===== src/rtl/logic_unit_pkg.sv =====
// logic_unit_pkg: op codes, FSM states and the per-lane evaluator shared by the logic unit
package logic_unit_pkg;
  typedef enum logic [2:0] {
    OP_AND  = 3'd0,
    OP_OR   = 3'd1,
    OP_XOR  = 3'd2,
    OP_NAND = 3'd3,
    OP_NOR  = 3'd4,
    OP_XNOR = 3'd5,
    OP_ANDN = 3'd6,
    OP_PASS = 3'd7
  } op_e;
  typedef enum logic {IDLE, ACC} state_e;
  // One bit lane; lanes never interact, so the datapath is built from copies of this.
  function automatic logic logic_eval(input op_e op, input logic x, input logic y);
    case (op)
      OP_AND:  return x & y;
      OP_OR:   return x | y;
      OP_XOR:  return x ^ y;
      OP_NAND: return ~(x & y);
      OP_NOR:  return ~(x | y);
      OP_XNOR: return ~(x ^ y);
      OP_ANDN: return x & ~y;
      default: return x;
    endcase
  endfunction
endpackage


===== src/rtl/logic_op_eval.sv =====
// logic_op_eval: combinational WIDTH-bit bitwise evaluator
module logic_op_eval
  import logic_unit_pkg::*;
#(
  parameter int WIDTH = 8
) (
  input  op_e              op_i,
  input  logic [WIDTH-1:0] x_i,
  input  logic [WIDTH-1:0] y_i,
  output logic [WIDTH-1:0] res_o
);
  for (genvar i = 0; i < WIDTH; i++) begin : g_lane
    assign res_o[i] = logic_eval(op_i, x_i[i], y_i[i]);
  end
endmodule


===== src/rtl/bitwise_logic_unit.sv =====
// bitwise_logic_unit: pipelined bitwise logic unit with valid/ready handshake and packet accumulation
module bitwise_logic_unit
  import logic_unit_pkg::*;
#(
  parameter int WIDTH = 8,
  parameter int CNT_W = 8
) (
  input  logic             clk,
  input  logic             rst_n,
  input  logic             in_valid,
  output logic             in_ready,
  input  logic [2:0]       in_op,
  input  logic [WIDTH-1:0] in_a,
  input  logic [WIDTH-1:0] in_b,
  input  logic             in_acc,
  input  logic             in_last,
  output logic             out_valid,
  input  logic             out_ready,
  output logic [WIDTH-1:0] out_data,
  output logic [CNT_W-1:0] out_cnt,
  output logic             err
);
  localparam logic [CNT_W-1:0] CNT_ONE = CNT_W'(1);
  localparam logic [CNT_W-1:0] CNT_MAX = '1;
  state_e           state_q, state_d;
  logic [WIDTH-1:0] acc_q, acc_d, out_data_q, out_data_d, single_res, acc_res;
  logic [CNT_W-1:0] cnt_q, cnt_d, out_cnt_q, out_cnt_d, cnt_sat;
  logic             out_valid_q, out_valid_d, err_q, err_d, fire, emit;
  logic_op_eval #(.WIDTH(WIDTH)) u_single (.op_i(op_e'(in_op)), .x_i(in_a), .y_i(in_b), .res_o(single_res));
  logic_op_eval #(.WIDTH(WIDTH)) u_acc (.op_i(op_e'(in_op)), .x_i(acc_q), .y_i(in_a), .res_o(acc_res));
  assign in_ready = !out_valid_q | out_ready;
  assign fire     = in_valid & in_ready;
  assign emit     = fire & (!in_acc | in_last);
  assign cnt_sat  = (cnt_q == CNT_MAX) ? cnt_q : cnt_q + CNT_ONE;
  always_ff @(posedge clk or negedge rst_n) begin
    if (!rst_n) state_q <= IDLE;
    else        state_q <= state_d;
  end
  always_comb begin
    state_d = state_q;
    if (fire && in_acc) state_d = in_last ? IDLE : ACC;
  end
  // Single beats bypass the accumulator entirely, so a mismatched beat leaves the packet intact.
  always_comb begin
    acc_d       = !(fire & in_acc) ? acc_q : (state_q == IDLE) ? in_a : acc_res;
    cnt_d       = !(fire & in_acc) ? cnt_q : (state_q == IDLE) ? CNT_ONE : cnt_sat;
    out_data_d  = !emit ? out_data_q : in_acc ? acc_d : single_res;
    out_cnt_d   = !emit ? out_cnt_q : in_acc ? cnt_d : CNT_ONE;
    out_valid_d = emit | (out_valid_q & !out_ready);
    err_d       = err_q | (fire & !in_acc & (state_q == ACC));
  end
  always_ff @(posedge clk or negedge rst_n) begin
    if (!rst_n) begin
      acc_q       <= '0;
      cnt_q       <= '0;
      out_data_q  <= '0;
      out_cnt_q   <= '0;
      out_valid_q <= 1'b0;
      err_q       <= 1'b0;
    end else begin
      acc_q       <= acc_d;
      cnt_q       <= cnt_d;
      out_data_q  <= out_data_d;
      out_cnt_q   <= out_cnt_d;
      out_valid_q <= out_valid_d;
      err_q       <= err_d;
    end
  end
  assign out_valid = out_valid_q;
  assign out_data  = out_data_q;
  assign out_cnt   = out_cnt_q;
  assign err       = err_q;
endmodule

===== config.mk =====
export PLATFORM = sky130hd
export DESIGN_NAME = bitwise_logic_unit
export DESIGN_NICKNAME = d
export VERILOG_FILES = /design/src/rtl/logic_unit_pkg.sv /design/src/rtl/logic_op_eval.sv /design/src/rtl/bitwise_logic_unit.sv
export SDC_FILE = /design/constraint.sdc
export NUM_CORES = 1
export LEC_CHECK = 0
export CAP_MARGIN = 20
export CORE_UTILIZATION = 50
export CTS_CLUSTER_DIAMETER = 30
export CTS_CLUSTER_SIZE = 30
export DETAILED_ROUTE_END_ITERATION = 10
export GPL_ROUTABILITY_DRIVEN = 0
export PLACE_DENSITY = 0.73
export SYNTH_ARGS = -nofsm -noshare
export SYNTH_HDL_FRONTEND = slang
export SYNTH_SLANG_ARGS = --single-unit

===== constraint.sdc =====
create_clock -name clk -period 4.6 [get_ports clk]
set_input_delay 0.46 -clock clk [delete_from_list [all_inputs] [get_ports clk]]
set_output_delay 0.46 -clock clk [all_outputs]
set_load 0.005 [all_outputs]

[After elaboration in Yosys (flattened, before gate mapping)]
Index checks and enable logic that the tools add are counted.
Widths: inputs -> output; s select.
Storage, ports and cells
  bits in registers: 35
  bits in latches: 0
  bits in writable memories: 0
  bits in read-only memories: 0
  input port bits: 25
  output and inout port bits: 19
  memories: 0
Cells by class
  $add $sub $neg: 1
  $mul: 0
  divide/modulo/power cells: 0
  order comparisons: 0
  equal/unequal tests: 7
  shift-type cells: 0
  multiplexer cells: 24
  bitwise operators: 138
  reductions and logical operators: 5
Operators by type and width (count)
  $pmux 1 s7: 16
  $not 1->1: 64
  $mux 8: 7
  $and 1x1->1: 38
  $or 1x1->1: 20
  $xor 1x1->1: 16
  $eq 3x3->1 const B: 3
  $add 8x1->8 const B: 1
  $eq 8x8->1 const B: 1
  $eq 3x2->1 const B: 2
  $eq 3x1->1 const B: 1
  $logic_not 1->1: 3
  $logic_not 3->1: 1
  $logic_and 1x1->1: 1
  $mux 1: 1

[Depth between registers and ports, before layout]
Gate-level depths: netlist of the first run.
  word-level depth: 6
  depth in mapped cells: 8

[Cells and area by module]
Synthesis of the first run repeated with hierarchy kept, for this count alone.
Second synthesis, totals
  cell total of the unflattened synthesis: 439
  area, all modules: 3742.3 um^2
By module, submodules not included
  bitwise_logic_unit: instances 1, cells each 182, area each 1790.5 um^2, seq. area each 875.8 um^2
  logic_op_eval (u_single): instances 1, cells each 124, area each 977.2 um^2, seq. area each 0.0 um^2
  logic_op_eval (u_acc): instances 1, cells each 133, area each 974.7 um^2, seq. area each 0.0 um^2

[Worst setup path before layout of the first run]
No wires, ideal clock.
  kind: input port to flip-flop
  start point: input in_a[5]
  end point: register out_data_q[5], in the netlist out_data[5]
  library setup time: 0.066 ns
  arrival time: 1.726 ns
  slack: 2.808 ns
  stages on the path: 7
  cells stage by stage: inv_1 -> ha_1 -> inv_1 -> o32a_1 -> a311o_1 -> a21oi_1 -> a221o_1
Between the ends
  longest elaborated chain between the ends: 6
  elaborated cells on any way between the ends: 20
RTL lines
  start: declaration: line bitwise_logic_unit.sv:13  | input logic [WIDTH-1:0] in_a,
  $not 1->1 (tied with other cells): line logic_unit_pkg.sv:23  | OP_ANDN: return x & ~y;
  $and 1x1->1 (tied with other cells): line logic_unit_pkg.sv:23
  $pmux 1 s7: line logic_unit_pkg.sv:16  | case (op)
  $mux 8 (2 in a row): line bitwise_logic_unit.sv:45  | acc_d = !(fire & in_acc) ? acc_q : (state_q == IDLE) ? in_a : acc_res;
  $mux 8 (*): line bitwise_logic_unit.sv:47  | out_data_d = !emit ? out_data_q : in_acc ? acc_d : single_res;
  end signal: assignment: line bitwise_logic_unit.sv:63  | out_data_q <= out_data_d;
  end: declaration: line bitwise_logic_unit.sv:26  | logic [WIDTH-1:0] acc_q, acc_d, out_data_q, out_data_d, single_res, acc_res;
Mark *: on every way between the ends. The rest lies on a longest branch, timed or not.
A chain may end at the register's enable or synchronous reset.

[Worst setup path in the final report of the first run]
  start point: input in_op[2]
  end point: register out_data_q[4], in the netlist out_data[4]
Between the ends
  longest elaborated chain between the ends: 5
  elaborated cells on any way between the ends: 12
RTL lines
  start: declaration: line bitwise_logic_unit.sv:12  | input logic [2:0] in_op,
  $eq 3x3->1 (tied with other cells): line logic_unit_pkg.sv:16
  $pmux 1 s7: line logic_unit_pkg.sv:16
  $mux 8 (2 in a row): line bitwise_logic_unit.sv:45
  $mux 8 (*): line bitwise_logic_unit.sv:47
Marked as above.

==> results of run 1 <==
==> sequential cells by signal, indices dropped and copies added (netlist names) <==
register / flops
out_data: 8
cnt_q: 8
out_valid: 1
state_q: 1
out_cnt: 8
acc_q: 8
err: 1
==> through the flow <==
stage               worst slack (ps)  util, %
floorplan                       2808        -
global placement                1744    57.13
finish                          1974    58.39
CTS                             2000    58.39
global route                    1825    58.39
detailed placement              1707    57.13
==> kinds of logic after synthesis <==
kind of cell	after synthesis
AOI/OAI and AO/OA	122
and+or+nand+nor	113
buffers and inverters	59
adders and majority gates	49
DFF	35
muxes	26
xor gates and xnor gates	2
==> power groups by stage <==
stage                     registers [mW]  clock network [mW]  logic (mW)
after floorplan                    0.430                   0       0.307
after global placement             0.455                   0       0.418
after detailed placement           0.458                   0       0.433
after CTS                          0.452               0.234       0.437
after global routing               0.465               0.245       0.492
final                              0.453               0.226       0.438
==> synthesized netlist by cell type, types with 3 or more instances <==
master,count,area share (%)
nand3b_1,4,0.86
nand2_1,39,4.2
o32a_1,3,0.86
buf_2,8,1.2
a21o_1,3,0.65
dfrtp_1,35,25
and2_1,3,0.54
a32oi_1,6,1.5
buf_6,4,1.3
a311o_1,4,1.2
o21ai_1,6,0.86
nand2b_1,10,1.8
o311ai_1,3,0.76
and3b_1,4,1.0
nor2b_1,6,1.1
o211ai_1,7,1.5
clkbuf_1,11,1.2
a31oi_1,3,0.54
a211o_1,4,1.0
a21oi_1,27,3.9
a221oi_1,5,1.3
o22ai_1,9,1.6
a211oi_1,4,0.86
buf_4,4,0.86
o221ai_1,7,1.8
mux2_1,4,1.3
a2bb2oi_1,3,0.76
and3_1,6,1.1
ha_1,49,18
nand3_1,10,1.4
o21ai_0,12,1.7
inv_1,31,3.4
nor2_1,25,2.7
mux2i_1,21,6.1
o31a_1,4,1.0
==> cell type report <==
type                            instances  area [sq um]  share of cell area, %
Multi-Input combinational cell        312          2321                  58.83
Sequential cell                        35         875.8                  22.20
Timing Repair Buffer                   46         442.9                  11.23
Inverter                               32         120.1                  3.045
Tap cell                               80         100.1                  2.537
Clock buffer                            6         72.57                  1.840
Clock inverter                          2         12.51                 0.3172
==> placed cells by master (no fill, tap or decap), types with 3 or more instances in the layout <==
| cell | synthesis | layout |
|---|---|---|
| a211o_1 | 4 | 4 |
| a211oi_1 | 4 | 4 |
| a21o_1 | 3 | 3 |
| a21oi_1 | 27 | 27 |
| a221oi_1 | 5 | 5 |
| a2bb2oi_1 | 3 | 3 |
| a311o_1 | 4 | 4 |
| a31oi_1 | 3 | 3 |
| a32oi_1 | 6 | 6 |
| and2_1 | 3 | 3 |
| and3_1 | 6 | 6 |
| and3b_1 | 4 | 4 |
| buf_4 | 4 | 3 |
| clkbuf_8 | 0 | 5 |
| clkdlybuf4s50_1 | 0 | 41 |
| dfrtp_1 | 35 | 35 |
| ha_1 | 49 | 49 |
| inv_1 | 31 | 31 |
| mux2_1 | 4 | 4 |
| mux2i_1 | 21 | 21 |
| nand2_1 | 39 | 39 |
| nand2b_1 | 10 | 10 |
| nand3_1 | 10 | 10 |
| nand3b_1 | 4 | 4 |
| nor2_1 | 25 | 25 |
| nor2b_1 | 6 | 6 |
| o211ai_1 | 7 | 7 |
| o21ai_0 | 12 | 12 |
| o21ai_1 | 6 | 6 |
| o221ai_1 | 7 | 7 |
| o22ai_1 | 9 | 9 |
| o311ai_1 | 3 | 3 |
| o31a_1 | 4 | 4 |
| o32a_1 | 3 | 3 |
==> worst max path at each step <==
stage,depth (start not counted),start,slack (ps),end
3_3_place_gp,7,in_op[2],1740,out_data[4]
3_5_place_dp,7,in_op[2],1710,out_data[4]
6_report,7,in_op[2],1970,out_data[4]
2_1_floorplan,7,in_a[5],2810,out_data[5]
5_1_grt,7,in_op[2],1830,out_data[2]
4_1_cts,7,in_op[2],2000,out_data[4]
==> routing by layer <==
metal,GRT usage (%),vias up,routed length (um)
met5,0,-,0
met4,7.879,0,152
met3,2.821,13,464
met2,39.88,118,3939
met1,33.88,1509,3997
li1,-,1527,-
==> critical path, cell delays in order <==
cell and delay, ps:
clkdlybuf4s50_1 1090, buf_4 400, mux2i_1 120, o32a_1 160, a311o_1 370, a21o_1 160
nand3_1 70
==> impl_results.md, run 1 <==
- H-tree levels: 2
- Finished Cell Area: between 0.003 and 0.004 sq mm
- Power, Total: about 1.1 mW
- Min Hold Slack: 265.9 ps
- Critical Path End Type: register
- First-pass GRT wire length: 14,230 um
- DRC viols: 0
- CTS tree: built
- Worst Path Required: ~4800 ps
- CTS max path bufs: 2
- CTS Hold Bufs: 0
- Post-synth ARST share: 100.0%
- Final nets: approximately 500
- IO Port Bufs: between 40 and 50
- Slew Viols, Final: 0
- Std cell rows: 30
- CTS buffer count: 5
- Setup Fix Bufs, Post-CTS: 0
- Post_cts resized: 0
- Vias in the first global route: slightly below 3,000
- Outcome: complete, no violations
- Die H: about 85 um
- Crit path kind: in2reg
- Synthesis Warnings: 0
- Fin cells: ~510
- Clk sinks: 35
- Final setup violation count: 0
- Worst-Margin Slew: about 960 ps
- Total length of routed wires: ~8600 um
- Clock Power Share: slightly above 20%
- Cell count after synthesis: ~400
- Synth Area in Adders: ~18%
- Largest family of logic cells by synthesized area: compound AO/OA/AOI/OAI gates
- Total I/O pin count: 44
- Final Hold Fails: 0
- Sw frac: between 30% and 40%
- Combinational Power Share: between 30% and 40%
- GRT Total Usage: between 20% and 30%
- Remaining antenna violation count: 0
- Drt first pass iters: 5
- Post-synthesis sequential area ratio: about a quarter
- Skew final: 8.082 ps
- Simple-gate area share of the yosys netlist: between 10% and 20%
- Die Wd: ~85 um
- Core Box Area: a little under 0.007 sq mm
- Clock tree root driver cell: clkbuf_8
- Initial antenna violation count: 0
- Synthesized area: 0.003473 sq mm
- Vias: around 3,200
- FF+latch count, synth: 35
- Area Overhead vs Synth: 13.58%
- Yosys cell types: 51
- Clk pin slew, worst setup/hold paths: about 70 ps
- Max-cap viol count: 0
- Reg2Reg Launch Point: state_q
- Syn Nets: 480
- Setup TNS: 0 ps
- Latest clock arrival within the worst-skew pair: ~290 ps
- RSZ-0062 raised after global routing: false
- Peak VDD IR: between 0.00015 and 0.0002 V
- Internal power: around 0.69 mW
- Ant diodes: 0
- Number of DRC markers in iteration 0: just under 200
- Crit path max fanout: 26
- Post-synth EDFFs: 0
- Placed cells: between 500 and 600
- Initial core utilization: between 50% and 60%
- Grt ovf: 0
- Vias per cell: between 6 and 7
- Area of the die: ~0.0073 sq mm
- Arr. time, crit path: between 2000 and 3000 ps
- Seq pwr share: 40.5%
- Max frequency: ~380 MHz
- Multiplexer area fraction after synthesis: ~7.7%
- Sw power: ~0.42 mW
- Power density cells: 283.2 mW/mm^2
- Reg-to-reg endpoint: out_data[6]
- Fin crit share: 57.08%
- R2R depth: 4
- WL per Instance: 16.67 um
- Filler instances: 628
- R2R Setup Slk: about 2600 ps
- Placed instance area: roughly 0.0039 sq mm
- Slew HR: 36.20%
- Largest net degree at the start of global routing: 39
- HP Class: in2async
- Syn_area_per_cell: around 8.6 sq um
- Post-synthesis compound-gate area fraction: 24.93%
- Xor/xnor share of the synthesized area: less than 1%
- Startpoint Class: input port
- Share of layout cells above drive strength 1: ~3.5%
- Min Tclk post-route: 2626 ps
- HPWL after DPL: 5882 um
- Static Leak: roughly 1.8 nW
- Primary FF master, synth: dfrtp_1
Power figures use the tool's default switching activity.
==> inputs of run 2 (changes only) <==
clock period = 2.63 ns   (was 4.6 ns; I/O delays follow)
==> run 2 against run 1 <==
Net effect:
- total power is 75% higher
- first-iteration DRC count is 27% lower
- count of clock-buffer cells in the layout is 1 higher
- wire length is 1.1% lower
- clock skew is 5.8 ps lower
- sequential power is 72% higher
- via count is 0.47% higher
- worst hold slack worse by 220 ps
- utilization is 1.5 points higher
- combinational power is 82% higher
- register-to-register slack worse by 1800 ps
- critical path type unchanged
==> impl_results.md, run 2 (synthesis results as in run 1) <==
- Outcome: complete, no violations
- Largest net degree at the start of global routing: 36
- Final Hold Fails: 0
- IO Port Bufs: between 40 and 50
- HP Class: in2async
- Crit path max fanout: 6
- Die H: around 85 um
- Peak VDD IR: about 0.00032 V
- First-pass GRT wire length: approximately 14,000 um
- Reg2Reg Launch Point: acc_q[5]
- Clock tree root driver cell: clkbuf_8
- Commonest non-fill, non-tap cell in the layout: ha_1
- R2R Setup Slk: 770 ps
- Slew Viols, Final: 0
- Vias in the first global route: between 2,000 and 3,000
- Setup TNS: 0 ps
- Power density cells: between 400 and 500 mW/mm^2
- Grt ovf: 0
- Pre-CTS WS: 277.4 ps
- Fin crit share: around 79%
- Clk pin slew, worst setup/hold paths: around 70 ps
- Critical Path End Type: register
- Area of the die: about 0.0073 sq mm
- Setup Fix Bufs, Post-CTS: 0
- GRT Total Usage: about a quarter
- Startpoint Class: input port
- Core Box Area: a little under 0.007 sq mm
- Combinational Power Share: approximately two fifths
- H-tree levels: 2
- Clk sinks: 35
- Met1 wire length: around 4200 um
- Crit path from: in_a[5]
- R2R depth: 7
- HPWL after DPL: approximately 6200 um
- Post_cts resized: 0
- Total I/O pin count: 44
- Met2 wire length: between 3000 and 4000 um
- CTS Hold Bufs: 0
- Share of layout cells above drive strength 1: between 6 and 7%
- Vias: approximately 3,200
- Sw power: around 0.73 mW
- WL per Instance: between 15 and 20 um
- Die Wd: roughly 85 um
- Sw frac: ~37%
- RSZ-0062 raised after global routing: false
- Min Tclk post-route: between 2000 and 2500 ps
- Total length of routed wires: roughly 8500 um
- Slew HR: 46.38%
- Skew final: ~2.3 ps
- Std cell rows: 30
- Initial antenna violation count: 0
- CTS max path bufs: 2
- Seq pwr share: 39.8%
- CTS buffer count: 5
- Setup slack after layout: 546.2 ps
- Drt first pass iters: 5
- Placed instance area: around 0.004 sq mm
- Met3 Routed Length: 375 um
- Final nets: between 500 and 600
- Remaining antenna violation count: 0
- Internal power: between 1 and 1.5 mW
- Arr. time, crit path: 2320 ps
- Max-cap viol count: 0
- Vias per cell: between 6 and 7
- Number of DRC markers in iteration 0: approximately 140
- CTS tree: built
- Power, Total: 1.960 mW
- Uppermost routed layer: met4
- Reg-to-reg endpoint: out_data[5]
- Worst-Margin Slew: just over 800 ps
- Crit path kind: in2reg
- Fin util: about three fifths
- Worst Path Required: ~2900 ps
- Max frequency: 479.9 MHz
- Initial core utilization: between 50% and 60%
- Ant diodes: 0
- Finished Cell Area: roughly 0.004 sq mm
- Final setup violation count: 0
- DRC viols: 0
- Commonest cells after routing, fill and taps aside: 49 x ha_1, 41 x clkdlybuf4s50_1, 39 x nand2_1
- Clock Power Share: around a fifth
- Latest clock arrival within the worst-skew pair: 290 ps
- Static Leak: ~1.9 nW
- Area Overhead vs Synth: 16.50%
==> run 2: changes by cell type in the layout (fill, tap and decap cells not counted) <==
| cell | previous run | this run |
|---|---|---|
| buf_4 | 3 | 17 |
| clkinvlp_4 | 1 | 0 |
| clkbuf_1 | 1 | 2 |
==> run 2: worst max path at each step <==
stage / slack (ps) / to / depth (start not counted)
floorplan: 930 / out_data[5] / 7
global placement: 320 / out_data[5] / 8
detailed placement: 280 / out_data[5] / 8
CTS: 570 / out_data[5] / 8
global route: 450 / out_data[6] / 8
finish: 550 / out_data[5] / 8
==> run 2: metrics by stage <==
stage          hold slack, ps  instances
3_5_place_dp            411.2        519
4_1_cts                 97.99        527
3_3_place_gp            404.6        519
2_1_floorplan          -32.59        406
5_1_grt                 123.9        527
6_report                46.92        527
==> run 2: layout make-up <==
class | instances | area [sq um]
Multi-Input combinational cell | 312 | 2321
Inverter | 32 | 120.1
Clock buffer | 7 | 76.32
Timing Repair Buffer | 60 | 548.0
Tap cell | 80 | 100.1
Fill cell | 631 | 2710
Sequential cell | 35 | 875.8
Clock inverter | 1 | 5.005
==> run 2: critical path, cell delays in order <==
cell and delay, ps:
clkdlybuf4s50_1 600, inv_1 130, ha_1 320, inv_1 40, o32a_1 330, a311o_1 360, a21oi_1 150, a221o_1 120
==> run 2: power by group through the flow <==
stage / Combinational [mW] / Sequential, mW / Clock (mW)
global placement: 0.770 / 0.780 / 0
detailed placement: 0.789 / 0.787 / 0
global route: 0.899 / 0.796 / 0.417
CTS: 0.795 / 0.777 / 0.392
finish: 0.795 / 0.779 / 0.386
floorplan: 0.538 / 0.752 / 0
==> run 2: metal layers <==
metal	up-vias	global-route usage, %
li1	1562	-
met1	1533	35.56
met2	80	39.15
met3	7	3.307
met4	0	5.606
met5	-	0
==> inputs of run 3 (changes only) <==
PLACE_DENSITY = 0.76   (was 0.73)
clock period = 1.8 ns   (was 2.63 ns; I/O delays follow)
==> run 3 against run 2 <==
Net effect:
- critical path depth stayed put
- count of clock-buffer cells in the layout fell by 2
- sequential share of layout area fell by 2.2 points
- largest cell class unchanged
- final cell count increased by 9.7%
==> impl_results.md, run 3 (synthesis results as in run 1) <==
- CTS max path bufs: 2
- Power, Total: 3.062 mW
- CTS buffer count: 5
- Fin crit share: 95.71%
- Total length of routed wires: 9426 um
- Final Hold Fails: 0
- R2R depth: 7
- Initial core utilization: between 50% and 60%
- IO Port Bufs: 43
- Final nets: 571
- Clk pin slew, worst setup/hold paths: ~80 ps
- Crit path max fanout: 5
- Placed cells: between 500 and 600
- Drt first pass iters: 4
- Setup TNS: 0 ps
- H-tree levels: 2
- RSZ-0062 raised after global routing: false
- Slew HR: ~68%
- Critical Path End Type: register
- Core Box Area: about 0.0068 sq mm
- Vias per cell: approximately 6.0
- Share of layout cells above drive strength 1: between 10% and 20%
- Die H: between 80 and 90 um
- Reg-to-reg endpoint: out_data[7]
- Worst-Margin Slew: 478.0 ps
- GRT Total Usage: about a quarter
- Startpoint Class: input port
- Max-cap viol count: 0
- Area Overhead vs Synth: 29.65%
- Outcome: complete, no violations
- Filler instances: around 570
- Cell class contributing the biggest share of worst-path delay: compound AO/OA/AOI/OAI gates
- Critical Path Max Stage Delay: 490 ps
- DRC viols: 0
- Vias: ~3,500
- Crit path buf inv count: 2
- Commonest cells after routing, fill and taps aside: 64 x buf_4, 49 x ha_1, 40 x clkdlybuf4s50_1
- Vias in the first global route: between 3,000 and 4,000
- HPWL after DPL: 7069 um
- Static Leak: 2.146 nW
- Setup Fix Bufs, Post-CTS: 0
- CTS tree: built
- Skew final: approximately 3.8 ps
- Initial antenna violation count: 0
- Power density cells: around 700 mW/mm^2
- Grt ovf: 0
- Max frequency: 580.5 MHz
- Reg2Reg Launch Point: acc_q[7]
- Crit path cell chain: clkdlybuf4s50_1 -> buf_4 -> ha_1 -> and3b_1 -> a31oi_1 -> a311o_1 -> a21oi_2 -> a221o_1
- Ant diodes: 0
- Fin cells: roughly 580
- Worst Path Required: between 1500 and 2000 ps
- Slew Viols, Final: 0
- Std cell rows: 30
- HP Class: in2async
- WL per Instance: between 15 and 20 um
- Total I/O pin count: 44
- Die Wd: around 85 um
- Arr. time, crit path: around 1900 ps
- Peak VDD IR: approximately 0.0006 V
- Area of the die: around 0.0073 sq mm
- Commonest non-fill, non-tap cell in the layout: buf_4
- Crit path kind: in2reg
- Worst path slowest cell: clkdlybuf4s50_1
- R2R Setup Slk: 110 ps
- Largest net degree at the start of global routing: 36
- Min Tclk post-route: about 1700 ps
- Remaining antenna violation count: 0
- Final setup violation count: 0
- Number of DRC markers in iteration 0: around 210
- Latest clock arrival within the worst-skew pair: about 290 ps
- First-pass GRT wire length: about 15,000 um
- Clk sinks: 35
- Clock tree root driver cell: clkbuf_8
-- run 3: changes by cell type in the layout (fill, tap and decap cells not counted), sizes merged --
cell,before,now
clkdlybuf4s50,41,40
buf,19,69
dlygate4sd3,0,1
clkbuf,7,5
dlymetal6s2s,0,1
clkinvlp,0,2
-- run 3: tightest hold or removal path, delay by kind of cell --
family,cells,cell delay [ps]
buf+inv,3,1000
-- run 3: routing by layer --
layer	up-vias	global-route usage, %	wire [um]
met5	-	0	0
met1	1648	34.16	4136
li1	1659	-	-
met3	26	3.794	494
met2	121	44.06	4596
met4	0	8.485	197
-- run 3: metrics by stage --
stage	area, sq um	util (%)	setup WS (ps)	hold WS (ps)
floorplan	3473	-	95.79	-115.6
global placement	4365	64.61	-263.1	254.1
detailed placement	4365	64.61	-301.7	255.9
CTS	4464	66.07	9.762	473.2
global route	4503	66.65	1.060	463.2
finish	4503	66.65	77.22	453.5
-- run 3: worst max path at each step --
stage / start / to / slack [ps] / cells after the start
2_1_floorplan: acc_q[5] / out_data[5] / 100 / 7
3_3_place_gp: in_a[6] / out_data[6] / -260 / 8
3_5_place_dp: in_a[5] / out_data[5] / -300 / 8
4_1_cts: in_a[4] / out_data[4] / 10 / 8
5_1_grt: in_a[5] / out_data[5] / 1 / 8
6_report: in_a[5] / out_data[5] / 80 / 8
-- run 3: what timing repair did --
item / 4_1_cts / 5_1_grt
endpoints found under the hold margin: 35 / 0
hold buffers: 1 / 0
gates resized for setup: 0 / 13
setup endpoints to repair: 1 / 8
pin swaps: 2 / 5
gates cloned: 0 / 0
-- run 3: layout make-up --
type	count	area, sq um	share of cell area, %
Clock buffer	5	68.82	1.528
Inverter	32	120.1	2.667
Tap cell	80	100.1	2.223
Multi-Input combinational cell	312	2354	52.26
Sequential cell	35	875.8	19.45
Timing Repair Buffer	111	964.7	21.42
Clock inverter	3	20.02	0.4446
-- run 3: power by group --
| group | switching (mW) | internal [mW] |
|---|---|---|
| clock | 0.310 | 0.269 |
| combinational | 0.675 | 0.692 |
| sequential | 0.167 | 0.948 |
| total | 1.15 | 1.91 |
